## config.mk

```make
export PLATFORM = sky130hd
export DESIGN_NAME = lcd_ctrl
export DESIGN_NICKNAME = d
export VERILOG_FILES = /design/src/rtl/lcd_ctrl.sv
export SDC_FILE = /design/constraint.sdc
export NUM_CORES = 1
export LEC_CHECK = 0
export ABC_CLOCK_PERIOD_IN_PS = 6800
export CORE_MARGIN = 4
export CORE_UTILIZATION = 29
export DETAILED_ROUTE_END_ITERATION = 6
export PLACE_DENSITY = 0.43
export SLEW_MARGIN = 15
export SYNTH_ARGS = -nofsm -noshare
export SYNTH_HDL_FRONTEND = slang
export SYNTH_SLANG_ARGS = --single-unit
```

## constraint.sdc

```tcl
create_clock -name clk -period 6.8 [get_ports clk]
set_clock_uncertainty 0.2 [all_clocks]
set_input_delay 1.02 -clock clk [delete_from_list [all_inputs] [get_ports clk]]
set_output_delay 1.02 -clock clk [all_outputs]
set_load 0.01 [all_outputs]
```

## src/rtl/lcd_ctrl.sv

```systemverilog
// HD44780-style 16x2 character LCD controller: power-up wait, init, endless refresh.
// Define LCD_CTRL_CURSOR_EN to enable the blinking cursor in the display-control command.
module lcd_ctrl #(
    parameter int TICK_DIV       = 50000,
    parameter int POWERUP_TICKS  = 20,
    parameter int CLR_WAIT_TICKS = 2
) (
    input  logic       clk,
    input  logic       rst,
    input  logic       wr_valid,
    output logic       wr_ready,
    input  logic [4:0] wr_addr,
    input  logic [7:0] wr_data,
    output logic       init_done,
    output logic       lcd_rs,
    output logic       lcd_rw,
    output logic       lcd_clk,
    output logic [7:0] lcd_data
);

    localparam int TW   = $clog2(TICK_DIV);
    localparam int WMAX = (POWERUP_TICKS > CLR_WAIT_TICKS) ?
                          POWERUP_TICKS : CLR_WAIT_TICKS;
    localparam int WW   = $clog2(WMAX + 1);

`ifdef LCD_CTRL_CURSOR_EN
    localparam logic [7:0] DISPCTL = 8'h0F;
`else
    localparam logic [7:0] DISPCTL = 8'h0C;
`endif

    typedef enum logic [1:0] {PWR_WAIT, INIT, CLR_WAIT, REFRESH} state_t;
    typedef enum logic [1:0] {SETUP, PULSE, HOLD} step_t;

    state_t        state, state_n;
    step_t         step, step_n;
    logic [TW-1:0] timer;
    logic [5:0]    idx, idx_n;
    logic [WW-1:0] wcnt, wcnt_n;
    logic          phase_end;
    logic          load;
    logic          done_n;
    logic          rs_n;
    logic [7:0]    byte_n;
    logic [7:0]    mem [32];

    assign phase_end = (timer == TW'(TICK_DIV - 1));
    assign wr_ready  = ~rst;
    assign lcd_rw    = 1'b0;

    always_ff @(posedge clk) begin
        if (rst) begin
            state <= PWR_WAIT;
            step  <= SETUP;
            timer <= '0;
            idx   <= '0;
            wcnt  <= '0;
        end else begin
            state <= state_n;
            step  <= step_n;
            timer <= phase_end ? '0 : timer + TW'(1);
            idx   <= idx_n;
            wcnt  <= wcnt_n;
        end
    end

    always_comb begin
        state_n = state;
        step_n  = step;
        idx_n   = idx;
        wcnt_n  = wcnt;
        load    = 1'b0;
        done_n  = init_done;
        if (phase_end) begin
            case (state)
                PWR_WAIT: begin
                    if (wcnt == WW'(POWERUP_TICKS - 1)) begin
                        state_n = INIT;
                        wcnt_n  = '0;
                        idx_n   = '0;
                        step_n  = SETUP;
                        load    = 1'b1;
                    end else begin
                        wcnt_n = wcnt + WW'(1);
                    end
                end
                CLR_WAIT: begin
                    if (wcnt == WW'(CLR_WAIT_TICKS - 1)) begin
                        state_n = REFRESH;
                        wcnt_n  = '0;
                        idx_n   = '0;
                        step_n  = SETUP;
                        load    = 1'b1;
                        done_n  = 1'b1;
                    end else begin
                        wcnt_n = wcnt + WW'(1);
                    end
                end
                default: begin
                    case (step)
                        SETUP: step_n = PULSE;
                        PULSE: step_n = HOLD;
                        default: begin
                            step_n = SETUP;
                            if (state == INIT && idx == 6'd5) begin
                                state_n = CLR_WAIT;
                                idx_n   = '0;
                            end else if (state == REFRESH && idx == 6'd33) begin
                                idx_n = '0;
                                load  = 1'b1;
                            end else begin
                                idx_n = idx + 6'd1;
                                load  = 1'b1;
                            end
                        end
                    endcase
                end
            endcase
        end
    end

    // Byte for the transfer about to start; buffer is read on the SETUP-entry edge.
    always_comb begin
        rs_n   = 1'b0;
        byte_n = 8'h00;
        unique case (1'b1)
            state_n == INIT: begin
                case (idx_n)
                    6'd0, 6'd1, 6'd2: byte_n = 8'h38;
                    6'd3:             byte_n = DISPCTL;
                    6'd4:             byte_n = 8'h06;
                    default:          byte_n = 8'h01;
                endcase
            end
            state_n != INIT && idx_n == 6'd0:  byte_n = 8'h80;
            state_n != INIT && idx_n == 6'd17: byte_n = 8'hC0;
            state_n != INIT && idx_n >= 6'd1 && idx_n <= 6'd16: begin
                rs_n   = 1'b1;
                byte_n = mem[5'(idx_n - 6'd1)];
            end
            state_n != INIT && idx_n >= 6'd18: begin
                rs_n   = 1'b1;
                byte_n = mem[5'(idx_n - 6'd2)];
            end
            default: byte_n = 8'h00;
        endcase
    end

    always_ff @(posedge clk) begin
        if (rst) begin
            init_done <= 1'b0;
            lcd_clk   <= 1'b0;
            lcd_rs    <= 1'b0;
            lcd_data  <= 8'h00;
        end else begin
            init_done <= done_n;
            lcd_clk   <= (state_n == INIT || state_n == REFRESH) &&
                         (step_n == PULSE);
            if (load) begin
                lcd_rs   <= rs_n;
                lcd_data <= byte_n;
            end
        end
    end

    always_ff @(posedge clk) begin
        if (rst) begin
            for (int i = 0; i < 32; i++) mem[i] <= 8'h20;
        end else if (wr_valid && wr_ready) begin
            mem[wr_addr] <= wr_data;
        end
    end

endmodule

```

=== After elaboration in Yosys (flattened, before gate mapping) ===
Memories as Yosys holds them, arrays and structs flattened.
Index checks and enable logic that the tools add are counted.

* Add/subtract/negate cells: 5
* Order comparisons: 3
* Equality and inequality tests: 18
* Multiplexer cells: 38
* Bitwise logic cells: 1
* Reduce and logical (&&, ||, !) cells: 21

{| class="wikitable"
|+ Operator list
! kind !! number
|-
| case mux 8 bit (5 select lines) || 1
|-
| two-way mux 6 bit || 6
|-
| case mux 6 bit (3 select lines) || 1
|-
| adder 16 x 1 -> 16 bit, second input constant || 1
|-
| equality test 16 bit, second input constant || 1
|-
| two-way mux 2 bit || 8
|-
| two-way mux 5 bit || 3
|-
| equality test 6 x 2 -> 1 bit, second input constant || 2
|-
| equality test 6 x 3 -> 1 bit, second input constant || 2
|-
| two-way mux 1 bit || 12
|-
| case mux 2 bit (2 select lines) || 3
|-
| case mux 6 bit (2 select lines) || 1
|-
| case mux 5 bit (2 select lines) || 1
|-
| logical AND 1 bit || 9
|-
| equality test 2 x 1 -> 1 bit, second input constant || 4
|-
| two-way mux 8 bit || 1
|-
| OR reduction 8 bit || 1
|-
| adder 6 x 1 -> 6 bit, second input constant || 1
|-
| equality test 2 bit, second input constant || 3
|-
| equality test 6 x 1 -> 1 bit, second input constant || 1
|-
| equality test 6 x 5 -> 1 bit, second input constant || 1
|-
| equality test 6 bit, second input constant || 1
|-
| >= comparator 6 x 1 -> 1 bit, second input constant || 1
|-
| >= comparator 6 x 5 -> 1 bit, second input constant || 1
|-
| other kinds (17) || 20
|}

* Flip-flop bits (word level): 42
* Bits in writable memories: 256
* Bits of input ports: 16
* Output and inout bits: 13
* Word-level logic and storage cells: 96
* Memories kept: 1

{| class="wikitable"
|+ Memories
! memory !! words !! bits a word !! read ports !! clocked after memory_dff !! write ports !! RTL line !! text
|-
| mem || 32 || 8 || 2 || 0 || 32 || 45 || <nowiki>logic [7:0] mem [32];</nowiki>
|}

=== Depth between registers and ports, before layout ===
* Depth in word-level cells: 12
* Gate-level depth with buffers: 23
* Mapped depth without buffers: 17

=== Least setup slack after synthesis ===
No wires, ideal clock.

* Kind: register to register
* Start point: register wcnt[0]
* End point: register lcd_data[4]
* Setup time: 0.074 ns
* Arrival: 4.417 ns
* Required time: 6.526 ns
* Setup slack: 2.109 ns
* Stages on the path, launching flop included: 21
* Buffers on the path: 5
* Period minus slack after synthesis: 4.691 ns
* Path through: dfxtp_1 -> ha_1 -> nor4bb_1 -> o22ai_1 -> o31a_1 -> or2_1 -> buf_6 -> clkinv_4 -> buf_2 -> buf_4 -> buf_2 -> ha_1 -> nand2_1 -> nor4b_1 -> a211o_1 -> buf_2 -> a311oi_1 -> a31o_1 -> a2111oi_1 -> o21bai_1 -> a31oi_1

* Cells in the longest elaborated chain, start to end: 8
* Elaborated cells between the ends (all ways): 36
* Classes of those cells: add/sub: 2; order compare: 3; eq/ne: 9; mux: 14; reduce/logical: 7; memory: 1

{| class="wikitable"
|+ Ends and longest elaborated chain
! item !! RTL line !! text
|-
| start, declared || 39 || <nowiki>logic [WW-1:0] wcnt, wcnt_n;</nowiki>
|-
| start signal, assigned || 63 || <nowiki>wcnt <= wcnt_n;</nowiki>
|-
| branches (longest 8 deep; another with memory read (32 x 8 bit)) || - ||
|-
| end signal, assigned || 161 || <nowiki>lcd_data <= byte_n;</nowiki>
|-
| end, declared || 18 || <nowiki>output logic [7:0] lcd_data</nowiki>
|}

Parallel ways; which one is timed is not known.
A chain may end at the register's enable or synchronous reset.

=== Worst setup path in the final report ===
* Start point: register timer[0]
* End point: register lcd_data[4]

* Cells in the longest elaborated chain, start to end: 6
* Elaborated cells between the ends (all ways): 26
* Classes of those cells: add/sub: 2; order compare: 3; eq/ne: 8; mux: 5; reduce/logical: 7; memory: 1

{| class="wikitable"
|+ Ends and longest elaborated chain
! item !! RTL line !! text
|-
| start, declared || 37 || <nowiki>logic [TW-1:0] timer;</nowiki>
|-
| start signal, assigned || 61 || <nowiki>timer <= phase_end ? '0 : timer + TW'(1);</nowiki>
|-
| equality test 16 bit * || 47 || <nowiki>assign phase_end = (timer == TW'(TICK_DIV - 1));</nowiki>
|-
| branches (longest 5 deep; another with memory read (32 x 8 bit)) || - ||
|}

Mark *: on every way between the ends.

==> results.cfg <==
[power_and_ir_drop]
power.density_cell_area_nw_per_um2 = 226
share_seq_of_total_power_pct = 48.8
ir_drop_uv = 166
share_of_power_burned_in_the_clock_network_pct = 45.9
power_switching_share_pct = 23.5
report.power.total_mw = 4.35
switch_pwr_mw = 1.02
internal_power_mw = 3.33
power.static_leakage_nw = 6.61
power.share.combinational_pct = 5.3

[sta]
transition_at_the_pin_with_the_smallest_max_transition_slack_ps = 1160
timing.slew.headroom_pct = 22.6
timing.setup.tns_ps = 0
fmaxAchievable_mhz = 174
grt_setup_unrepaired = no
timing.final.max_slew_violations = 0
final-setup-viol-count = 0
postLayoutSetupSlackWorst_ps = 1060
final.period_utilization_pct = 84.4
finalWorstPathRequiredPeriod_ps = 5740
final_hold_viol_count = 0

[die]
row_count = 88
floorplan.die_area_um2 = 62400
fp.coreArea_um2 = 57800
pin_count = 29
start_util_pct = 29.3
die-height_um = 250
floorplan.die.width_um = 250

[clocking]
cts_made_buffers = 37
clk_root_buffer_cell = sky130_fd_sc_hd__clkbuf_16
tritoncts_sinks = 298
cts.hold.buffers_added = 0
post_cts_repair_resize_count = 0
tritoncts = built
clk_latency_ps = 570
clkTransAtPathRegs_ps = 60
post_cts_buffers = 0
clock_tree_buf_depth = 3
ctsHtreeMaxLevel = 2

[final_layout]
synthToLayoutAreaGrowth_pct = 13.5
mostFrequentLayoutCell = sky130_fd_sc_hd__edfxtp_1
final_nets = 1585
fillCellCount = 5838
final_layout_size_suffix_gt1_share_pct = 12.5
n_antenna_cell = 0
sequential_cell_area_um2 = 8530
multiInputGateArea_um2 = 7780
final_core_util_pct = 33.3
most-common-layout-cells = 256 x sky130_fd_sc_hd__edfxtp_1, 232 x sky130_fd_sc_hd__and2_1, 199 x sky130_fd_sc_hd__nand2_1, 90 x sky130_fd_sc_hd__nor2_1, 74 x sky130_fd_sc_hd__nand3_1

[critical_path]
worstPathMaxFanout = 26
cp.arrival_ps = 6020
critPathCaptureType = flop
worstSetupStartpoint = timer[0]
setup.worst_path.end = lcd_data[4]
max_stage_delay_ps = 920
timing.critical_path.cells = ha_1 > and3_1 > nand4_4 > nor2_1 > a21oi_4 > inv_2 > ha_1 > nand2_1 > nor4b_1 > a211o_1 > and3_1 > a311oi_1 > a31o_1 > a2111oi_1 > o21bai_1 > a31oi_1
regToRegEndpoint = lcd_data[4]
critical_path.slowest_cell = sky130_fd_sc_hd__a211o_1
worst_r2r_path_depth = 16
crit_reg_reg_startpoint = timer[0]
critical_path.startpoint_type = flop
critical_path_class = flop to flop
worstPathRequired_ps = 7090
ff2ff_setup_slack_ps = 1060

[synthesis]
synth_largest_type_area_fraction_pct = 45.4
synthesis.area_um2 = 16900
synth_top_cell_by_area = sky130_fd_sc_hd__edfxtp_1
sequential_fraction_of_the_synthesis_area_pct = 50.3
syn_area_per_cell_um2 = 10.9
synth-warning-count = 0
synth-edff-count = 256
synthFlopType = sky130_fd_sc_hd__edfxtp_1
synthesis.instances = 1554
postSynth.asyncResetShare_pct = 0
yosys_register_bits = 298
ranking_of_synthesized_cells_by_area = sky130_fd_sc_hd__edfxtp_1 45%, sky130_fd_sc_hd__and2_1 8.6%, sky130_fd_sc_hd__mux4_2 6.8%
mappedNetlistNets = 1582
synth.lib_cells_used.distinct = 92

[routing]
dr_iter_0_viols = 1206
viasPerCell = 5.31
route.final.wire_length_um = 58400
route.detailed.wl_per_inst_um = 24.9
drc = 0
drt_pass1_iterations = 5
drtAntennaViolNets = 0
routed-via-count = 12500

[place]
gp_congestion = 0.853
pre_cts_slack_ps = 1160
port_buffers = 27
dp_hpwl_um = 40000

[worst_hold_path]
holdCritPathClass = flop to flop

[grt]
grt_pass1_wl_um = 86200
pin_count_of_the_biggest_net_entering_global_routing = 109
grt_use_total_pct = 18.4
grt_antenna_before_repair = 1
grt_pass1_vias = 12400
grt.overflow.total = 0

[run_status]
status = complete, no violations

[run]
maxCapViolations = 0
## per-layer routing
| layer | part of all wire [%] | up-vias | wire length, um | global-route usage (%) |
|---|---|---|---|---|
| li1 | - | 5711 | - | - |
| met1 | 47 | 6265 | 27500 | 26.9 |
| met2 | 44 | 431 | 25800 | 28.1 |
| met3 | 6.2 | 77 | 3610 | 3.03 |
| met4 | 2.6 | 0 | 1490 | 5.20 |
| met5 | 0 | - | 0 | 0 |
## worst min path at each step
stage                     startpoint       end  slack [ps]  cells past startpoint
final                       timer[0]  timer[0]         270                      1
after global routing        timer[0]  timer[0]         290                      1
after CTS                   timer[0]  timer[0]         260                      1
after detailed placement    timer[0]  timer[0]         250                      1
after global placement      timer[0]  timer[0]         240                      1
after floorplan             timer[0]  timer[0]         230                      1
## cell type report
class                           count  area share (%)
Inverter                           13           0.280
Tap cell                          765            4.98
Sequential cell                   298            44.3
Clock buffer                       48            5.13
Multi-Input combinational cell   1121            40.4
Clock inverter                     18            1.09
Timing Repair Buffer               86            3.73
## flip-flops by register name, indices dropped and copies added, names as in the netlist
name       count
step           2
idx            6
lcd_rs         1
state          2
lcd_data       8
mem          256
init_done      1
timer         16
wcnt           5
lcd_clk        1
## stage by stage
step / hold WS [ps] / cell area (um2) / std cells
2_1_floorplan: 230 / 16900 / 1554
3_3_place_gp: 242 / 18000 / 2283
3_5_place_dp: 248 / 18000 / 2283
4_1_cts: 262 / 19200 / 2349
5_1_grt: 287 / 19200 / 2349
6_report: 267 / 19200 / 2349
## worst max-delay path: cells and delay by family, from the launching register on
kind	cells	cell delay (ps)
compound gates	7	1960
buf+inv	1	450
flops	1	380
fa+ha+maj	2	550
simple gates	6	2090
## Yosys cell counts (4+ instances only)
cell,instances
sky130_fd_sc_hd__nor2_1,90
sky130_fd_sc_hd__nand3_1,74
sky130_fd_sc_hd__a21oi_1,43
sky130_fd_sc_hd__buf_4,12
sky130_fd_sc_hd__nand2_1,199
sky130_fd_sc_hd__a211oi_1,12
sky130_fd_sc_hd__clkbuf_1,67
sky130_fd_sc_hd__mux4_2,51
sky130_fd_sc_hd__buf_2,27
sky130_fd_sc_hd__inv_1,12
sky130_fd_sc_hd__mux2_2,4
sky130_fd_sc_hd__nor3b_1,4
sky130_fd_sc_hd__nor2b_1,5
sky130_fd_sc_hd__nor3_1,18
sky130_fd_sc_hd__o22ai_1,5
sky130_fd_sc_hd__buf_1,7
sky130_fd_sc_hd__a31oi_1,17
sky130_fd_sc_hd__o21ai_0,49
sky130_fd_sc_hd__ha_1,12
sky130_fd_sc_hd__and4_1,4
sky130_fd_sc_hd__buf_6,8
sky130_fd_sc_hd__and2_1,232
sky130_fd_sc_hd__a221oi_1,11
sky130_fd_sc_hd__o211ai_1,6
sky130_fd_sc_hd__mux2i_1,73
sky130_fd_sc_hd__xor2_1,11
sky130_fd_sc_hd__o21a_1,7
sky130_fd_sc_hd__o2111ai_1,4
sky130_fd_sc_hd__and3_1,20
sky130_fd_sc_hd__dfxtp_1,42
sky130_fd_sc_hd__nor4_1,5
sky130_fd_sc_hd__nand3b_1,4
sky130_fd_sc_hd__xnor2_1,8
sky130_fd_sc_hd__a311oi_1,12
sky130_fd_sc_hd__nand4_1,18
sky130_fd_sc_hd__or3_1,41
sky130_fd_sc_hd__edfxtp_1,256
sky130_fd_sc_hd__a21o_1,7
## cells by family after synthesis
logic type / count (synthesis) / synth area share (%)
and+or+nand+nor: 740 / 23.1
DFF: 298 / 50.3
buffers and inverters: 135 / 3.94
AOI/OAI and AO/OA: 218 / 9.02
adders and majority gates: 12 / 0.886
xor gates and xnor gates: 22 / 1.34
muxes: 128 / 11.4
other: 1 / 0.0221
## power groups by stage
stage                     registers (mW)  logic [mW]  clock network (mW)
after floorplan                     2.13       0.125                   0
after global placement              2.16       0.231                   0
after detailed placement            2.16       0.232                   0
after CTS                           2.13       0.232                2.05
after global routing                2.13       0.247                2.12
final                               2.13       0.230                2.00
Note: power is estimated with default switching activity, not from simulation.
